==> src/rtl/mc_control_112.sv <==
// Multicycle MIPS-subset main control FSM: sequences IFETCH/DECODE/execute/writeback
// and decodes Moore-style datapath strobes from the current state plus opcode/funct.
module mc_control_112 (
    input  logic       clk,
    input  logic       rst,
    input  logic [5:0] opcode,
    input  logic [5:0] funct,
    input  logic       Zero,
    input  logic       Overflow,
    output logic       PCWr,
    output logic       PCWrCond,
    output logic       IorD,
    output logic       MemWr,
    output logic       IRWr,
    output logic       RegDst,
    output logic       RegWr,
    output logic       ExtOp,
    output logic       ALUSrcA,
    output logic       MemtoReg,
    output logic [1:0] ALUSrcB,
    output logic [1:0] PCSrc,
    output logic [2:0] ALUctr,
    output logic [3:0] state,
    output logic       instr_done
);

    typedef enum logic [3:0] {
        IFETCH   = 4'd0,
        DECODE   = 4'd1,
        MEM_ADDR = 4'd2,
        MEM_RD   = 4'd3,
        MEM_WB   = 4'd4,
        MEM_WR   = 4'd5,
        EXEC_R   = 4'd6,
        R_WB     = 4'd7,
        EXEC_I   = 4'd8,
        I_WB     = 4'd9,
        BRANCH   = 4'd10,
        JUMP     = 4'd11
    } state_t;

    localparam logic [5:0] OP_R     = 6'b000000;
    localparam logic [5:0] OP_LW    = 6'b100011;
    localparam logic [5:0] OP_SW    = 6'b101011;
    localparam logic [5:0] OP_ADDIU = 6'b001001;
    localparam logic [5:0] OP_ORI   = 6'b001101;
    localparam logic [5:0] OP_BEQ   = 6'b000100;
    localparam logic [5:0] OP_J     = 6'b000010;

    state_t     state_q;
    state_t     state_d;
    logic [2:0] r_ctr;
    logic       r_legal;
    logic       add_ovf;
    logic       unused_zero;

    // Zero only qualifies PCWrCond inside the datapath; control never branches on it.
    assign unused_zero = Zero;
    assign state       = state_q;
    assign add_ovf     = (funct == 6'b100000) & Overflow;

    always_ff @(posedge clk or posedge rst) begin
        if (rst) begin
            state_q <= IFETCH;
        end else begin
            state_q <= state_d;
        end
    end

    always_comb begin
        r_ctr   = 3'b000;
        r_legal = 1'b1;
        case (funct)
            6'b100001: r_ctr = 3'b000;
            6'b100000: r_ctr = 3'b001;
            6'b100011: r_ctr = 3'b010;
            6'b100100: r_ctr = 3'b011;
            6'b100101: r_ctr = 3'b100;
            6'b101010: r_ctr = 3'b101;
            default:   r_legal = 1'b0;
        endcase
    end

    always_comb begin
        state_d    = IFETCH;
        PCWr       = 1'b0;
        PCWrCond   = 1'b0;
        IorD       = 1'b0;
        MemWr      = 1'b0;
        IRWr       = 1'b0;
        RegDst     = 1'b0;
        RegWr      = 1'b0;
        ExtOp      = 1'b0;
        ALUSrcA    = 1'b0;
        MemtoReg   = 1'b0;
        ALUSrcB    = 2'b00;
        PCSrc      = 2'b00;
        ALUctr     = 3'b000;
        instr_done = 1'b0;
        case (state_q)
            IFETCH: begin
                IRWr    = 1'b1;
                ALUSrcB = 2'b01;
                PCWr    = 1'b1;
                state_d = DECODE;
            end
            DECODE: begin
                ALUSrcB = 2'b11;
                ExtOp   = 1'b1;
                case (opcode)
                    OP_R:             state_d = EXEC_R;
                    OP_LW, OP_SW:     state_d = MEM_ADDR;
                    OP_ADDIU, OP_ORI: state_d = EXEC_I;
                    OP_BEQ:           state_d = BRANCH;
                    OP_J:             state_d = JUMP;
                    default:          instr_done = 1'b1;
                endcase
            end
            MEM_ADDR: begin
                ALUSrcA = 1'b1;
                ALUSrcB = 2'b10;
                ExtOp   = 1'b1;
                if (opcode == OP_SW) begin
                    state_d = MEM_WR;
                end else if (opcode == OP_LW) begin
                    state_d = MEM_RD;
                end
            end
            MEM_RD: begin
                IorD    = 1'b1;
                state_d = MEM_WB;
            end
            MEM_WB: begin
                MemtoReg   = 1'b1;
                RegWr      = 1'b1;
                instr_done = 1'b1;
            end
            MEM_WR: begin
                IorD       = 1'b1;
                MemWr      = 1'b1;
                instr_done = 1'b1;
            end
            EXEC_R: begin
                ALUSrcA = 1'b1;
                ALUctr  = r_ctr;
                if (r_legal) begin
                    state_d = R_WB;
                end else begin
                    instr_done = 1'b1;
                end
            end
            R_WB: begin
                RegDst     = 1'b1;
                ALUctr     = r_ctr;
                RegWr      = ~add_ovf;
                instr_done = 1'b1;
            end
            EXEC_I, I_WB: begin
                if (opcode == OP_ORI) begin
                    ALUctr = 3'b100;
                end else begin
                    ExtOp = 1'b1;
                end
                if (state_q == EXEC_I) begin
                    ALUSrcA = 1'b1;
                    ALUSrcB = 2'b10;
                    state_d = I_WB;
                end else begin
                    RegWr      = 1'b1;
                    instr_done = 1'b1;
                end
            end
            BRANCH: begin
                ALUSrcA    = 1'b1;
                ALUctr     = 3'b010;
                PCWrCond   = 1'b1;
                PCSrc      = 2'b01;
                instr_done = 1'b1;
            end
            JUMP: begin
                PCWr       = 1'b1;
                PCSrc      = 2'b10;
                instr_done = 1'b1;
            end
            default: ;
        endcase
        // Reset holds state at IFETCH, so its write strobes must be masked off.
        if (rst) begin
            PCWr       = 1'b0;
            PCWrCond   = 1'b0;
            MemWr      = 1'b0;
            IRWr       = 1'b0;
            RegWr      = 1'b0;
            instr_done = 1'b0;
        end
    end

endmodule

==> config.mk <==
export PLATFORM = sky130hd
export DESIGN_NAME = mc_control_112
export DESIGN_NICKNAME = d
export VERILOG_FILES = /design/src/rtl/mc_control_112.sv
export SDC_FILE = /design/constraint.sdc
export NUM_CORES = 1
export LEC_CHECK = 0
export BUFFER_PORTS_ARGS = -buffer_cell sky130_fd_sc_hd__buf_2
export CAP_MARGIN = 30
export CELL_PAD_IN_SITES_DETAIL_PLACEMENT = 1
export CELL_PAD_IN_SITES_GLOBAL_PLACEMENT = 2
export CORE_AREA = 2 2 61 63
export DETAILED_ROUTE_END_ITERATION = 12
export DIE_AREA = 0 0 63 65
export GPL_TIMING_DRIVEN = 0
export MAX_ROUTING_LAYER = met4
export PLACE_DENSITY = 0.76
export SYNTH_ARGS = -nofsm -noshare
export SYNTH_HDL_FRONTEND = slang
export SYNTH_SLANG_ARGS = --single-unit
==> constraint.sdc <==
create_clock -name clk -period 1.9 [get_ports clk]
set_input_delay 0.38 -clock clk [delete_from_list [all_inputs] [get_ports clk]]
set_output_delay 0.38 -clock clk [all_outputs]
set_load 0.005 [all_outputs]
======== Word level (Yosys, flattened, before mapping) ========
Cells that the tools add are included.
operators by class
  equality and inequality tests ........... 23
  muxes and demuxes ....................... 35
  bitwise logic cells ..................... 2
  reduce and logical (&&, ||, !) cells .... 13
operators by type and width
  operator                                                         count
  6-bit == test, second input constant                             8
  4-bit case mux with 6 select lines                               1
  4-bit case mux with 5 select lines                               1
  1-bit two-way mux                                                19
  4-bit by 3-bit == test with 1-bit output, second input constant  4
  4-bit == test, second input constant                             4
  3-bit case mux with 5 select lines                               1
  2-bit OR reduction                                               7
  6-bit by 4-bit == test with 1-bit output, second input constant  2
  3-bit two-way mux                                                3
  3-bit case mux with 3 select lines                               1
  4-bit by 2-bit == test with 1-bit output, second input constant  2
  2-bit case mux with 4 select lines                               1
  7-bit OR reduction                                               1
  6-bit by 2-bit == test with 1-bit output, second input constant  1
  6-bit by 3-bit == test with 1-bit output, second input constant  1
  6-bit logical NOT                                                1
  6-bit OR reduction                                               1
  5-bit OR reduction                                               1
  4-bit by 1-bit == test with 1-bit output, second input constant  1
  4-bit logical NOT                                                1
  2-bit two-way mux                                                2
  4-bit two-way mux                                                1
  1-bit case mux with 2 select lines                               2
  other kinds (6)                                                  6
storage, ports and cells
  bits in registers ....................... 4
  input port bits ......................... 16
  output and inout bits ................... 22
  word-level logic and storage cells ...... 74

======== Longest topological paths before layout ========
  depth in word-level cells ............... 6
  depth in mapped cells ................... 5
  depth with buffers taken out ............ 4

======== Worst setup path after synthesis ========
Ideal clock, no wire load.
  path type ............................... input-to-reg
  start point ............................. input port opcode[5]
  end point ............................... register state_q[1], in the netlist state[1]
  setup time .............................. 0.087 ns
  arrival ................................. 1.621 ns
  data required time ...................... 1.813 ns
  slack ................................... 0.193 ns
  stages .................................. 4
  path through ............................ or4_4 -> o22a_1 -> or4b_1 -> o211ai_1
between the ends
  cells in the longest elaborated chain, start to end .. 4
  elaborated cells between the ends (all ways) .. 13
ends and longest elaborated chain
  item                                                                     RTL line  text
  start: declaration                                                       6         input logic [5:0] opcode,
  6-bit by 4-bit == test with 1-bit output, or another cell as far along   110       case (opcode)
  2-bit OR reduction or 2-bit two-way mux (tied branches)                  -
  4-bit case mux with 5 select lines or 3-bit two-way mux (tied branches)  110, 123
  4-bit case mux with 6 select lines (*)                                   100       case (state_q)
  via state_d[1]                                                           51        state_t state_d;
  end signal: assignment                                                   66        state_q <= state_d;
  end: declaration                                                         50        state_t state_q;
Mark *: on every way through the listed nets, which the timed path passes. The rest lies on a longest branch.

======== Final worst setup path ========
  start point ............................. input port opcode[4]
  end point ............................... output port instr_done
between the ends
  cells in the longest elaborated chain, start to end .. 5
  elaborated cells between the ends (all ways) .. 11
ends and longest elaborated chain
  item                                         RTL line  text
  6-bit == test, or another cell as far along  110
  7-bit OR reduction (no source line) (*)      -
  1-bit two-way mux (*)                        110
  1-bit case mux with 4 select lines (*)       100
  1-bit two-way mux (*)                        188       if (rst) begin
  end: declaration                             24        output logic instr_done
Every way passes the cells marked *; elsewhere a longest branch is shown, timed or not.

==> out/results.ini <==
[die]
fp-row-count=22
dieArea_mm2=0.00410
fp.coreArea_mm2=0.00350
start_util=0.188
die_h_um=65
fp.dieW_um=63
io_pins=38

[routing]
drc_errors=0
avgViaCountPerCell=4.81
drt-initial-drc-count=17
dr_total_vias=943
first_pass_iters=4
detail-route-antenna-nets=0
wire_per_inst_um=14.1
drt-total-wl_um=2760

[worst_setup_path]
crit_type=primary input to primary output
cp.required_ns=1.52
cp-end-kind=primary output
worstPathMaxFanout=2
crit_path_start_kind=primary input
critPathArrivalTime_ns=1.62

[clock_tree]
cts-root-buf=clkbuf_4
numCtsBuffers=3
clock_latency_ns=0.23
clk_pin_slew_ns=0.04
cts_tree=done
clk_path_buf_depth=2
htreeDepth=1
cts.sinks=4

[synth]
ys_types=39
ys_top_cells_by_area=dfrtp_1 15%, nor2_1 9.7%, nand2b_1 5.7%
synth-edff-count=0
ys_warn_count=0
syn_inst=100
synth_fp_nets=116
syn_area_per_cell_um2=6.56
netlist_area_um2=656
synthFlopType=dfrtp_1
synth_seq_cells=4
async_flop_share=1.00
yosysSeqAreaShare=0.153
yosysTopAreaCellShare=0.153
yosysTopAreaCell=dfrtp_1

[sta]
finClkSkew_ns=0.00210
rsz0062_at_grt=yes
maxSlewViolCount=0
worst_slew_pin_slew_ns=0.347
fmax_ghz=0.500
slew_headroom=0.767
fin_crit_sh=1.05
report.final.setup_viol=2
worst_slack_ns=-0.0983
final-hold-violation-count=0
finalCriticalPeriod_ns=2.00

[global_routing]
grt_overflow=0
antenna_found_initial=0
grt_pass1_wl_um=4410
grt_max_degree=11
grt_pass1_vias=963
grt_util_all_layers=0.137

[cells_and_area]
area_growth_pct=71.6
fillers=450
largest_register_ffs=4
stdcell_count=196
final_util=0.322
fin_nets=166
diodes=0
drive_gt1_frac=0.466

[outcome]
status=finished with violations
violations=setup timing

[job]
maxCapViolCount=0

[placement]
place.port_buffers=36
place.gp.congestion=0.743
dp.cells=184
dp.final_hpwl_um=1990

[pwr]
ir_drop_mv=0.373
p_leak_nw=0.510
power_density_mw_per_mm2=777

[worst_hold_path]
hold_class=primary input to async pin

[kinds of logic (layout without fill, tap and decap cells)]
| logic type | after synthesis | count (layout) | share of synthesized area |
|---|---|---|---|
| AO/OA/AOI/OAI | 26 | 26 | 0.288 |
| XOR/XNOR | 2 | 2 | 0.0267 |
| buffers and inverters | 12 | 60 | 0.0706 |
| flip-flops | 4 | 4 | 0.153 |
| AND/OR/NAND/NOR | 56 | 56 | 0.462 |
[layout by cell type (no fill, tap or decap), types with 3 or more instances in the layout]
master	count
nand2b_1	5
nand3_1	4
nand2_1	6
buf_4	11
clkbuf_4	3
o21ai_0	3
dfrtp_1	3
nor2_1	17
a31oi_1	3
inv_1	5
o21a_1	3
buf_8	3
buf_2	36
[through the flow]
step                      hold slack, ns  setup TNS [ns]  area, um2  total power [mW]  worst slack [ns]
final                              0.124          -0.101       1120             0.874           -0.0983
after global routing               0.135          -0.521       1120             0.958            -0.137
after CTS                          0.110          -0.231       1030             0.833            -0.144
after detailed placement           0.348          -0.624        896             0.655            -0.178
after global placement             0.343          -0.374        896             0.643            -0.171
after floorplan                    0.154               0        656             0.446             0.193
[cell type report]
class                           count  area, um2  share of cell area
Inverter                            5       18.8              0.0167
Multi-Input combinational cell     84        598               0.532
Clock buffer                        3       22.5              0.0200
Buffer                              6       52.6              0.0467
Sequential cell                     4        101              0.0901
Timing Repair Buffer               46        272               0.241
Tap cell                           48       60.1              0.0534
[per-layer routing]
metal	track usage	vias up	part of all wire	routed length, um
li1	-	467	-	-
met1	0.156	446	0.42	1160
met2	0.259	26	0.54	1500
met3	0.00694	4	0.029	79
met4	0.0417	0	0.0083	23
met5	-	-	0	0
[worst max-delay path, stage by stage]
cell	delay, ns
buf_8	0.09
or4_4	0.54
o22a_1	0.20
a31oi_2	0.17
o32ai_2	0.10
buf_2	0.14
[power by group]
group	leakage, nW	switching [mW]	internal (mW)
clock	0.0138	0.0308	0.0704
sequential	0.0509	0.0260	0.110
combinational	0.445	0.342	0.294
[worst paths after layout]
check,slack (ns),end,cells past startpoint,from
max in group asynchronous,1.59,state[3],2,rst
max reg2reg,0.32,state[2],5,state[2]
min,0.12,state[2],2,rst
max,-0.1,instr_done,6,opcode[4]
min in group clk,0.47,state[1],2,opcode[3]
min reg2reg,0.76,state[1],3,state[1]
[synth_stat cells (all sizes together) (2+ instances only)]
cell and n:
a211oi 3, a21oi 2, a31oi 4, buf 2, clkbuf 5, dfrtp 4
inv 5, nand2 6, nand2b 6, nand3 4, nor2 17, nor2b 2
nor3 5, nor4b 2, o21a 3, o21ai 3, o31ai 2, o32ai 2
or2 3, or3 2, or4 2, xnor2 2
[what timing repair did]
item / 4_1_cts / 5_1_grt
hold buffers: 0 / 0
endpoints found under the setup margin: 17 / 11
pin swaps: 3 / 5
buffers inserted: 7 / 3
gates resized for setup: 19 / 15
Note: power is estimated with default switching activity, not from simulation.
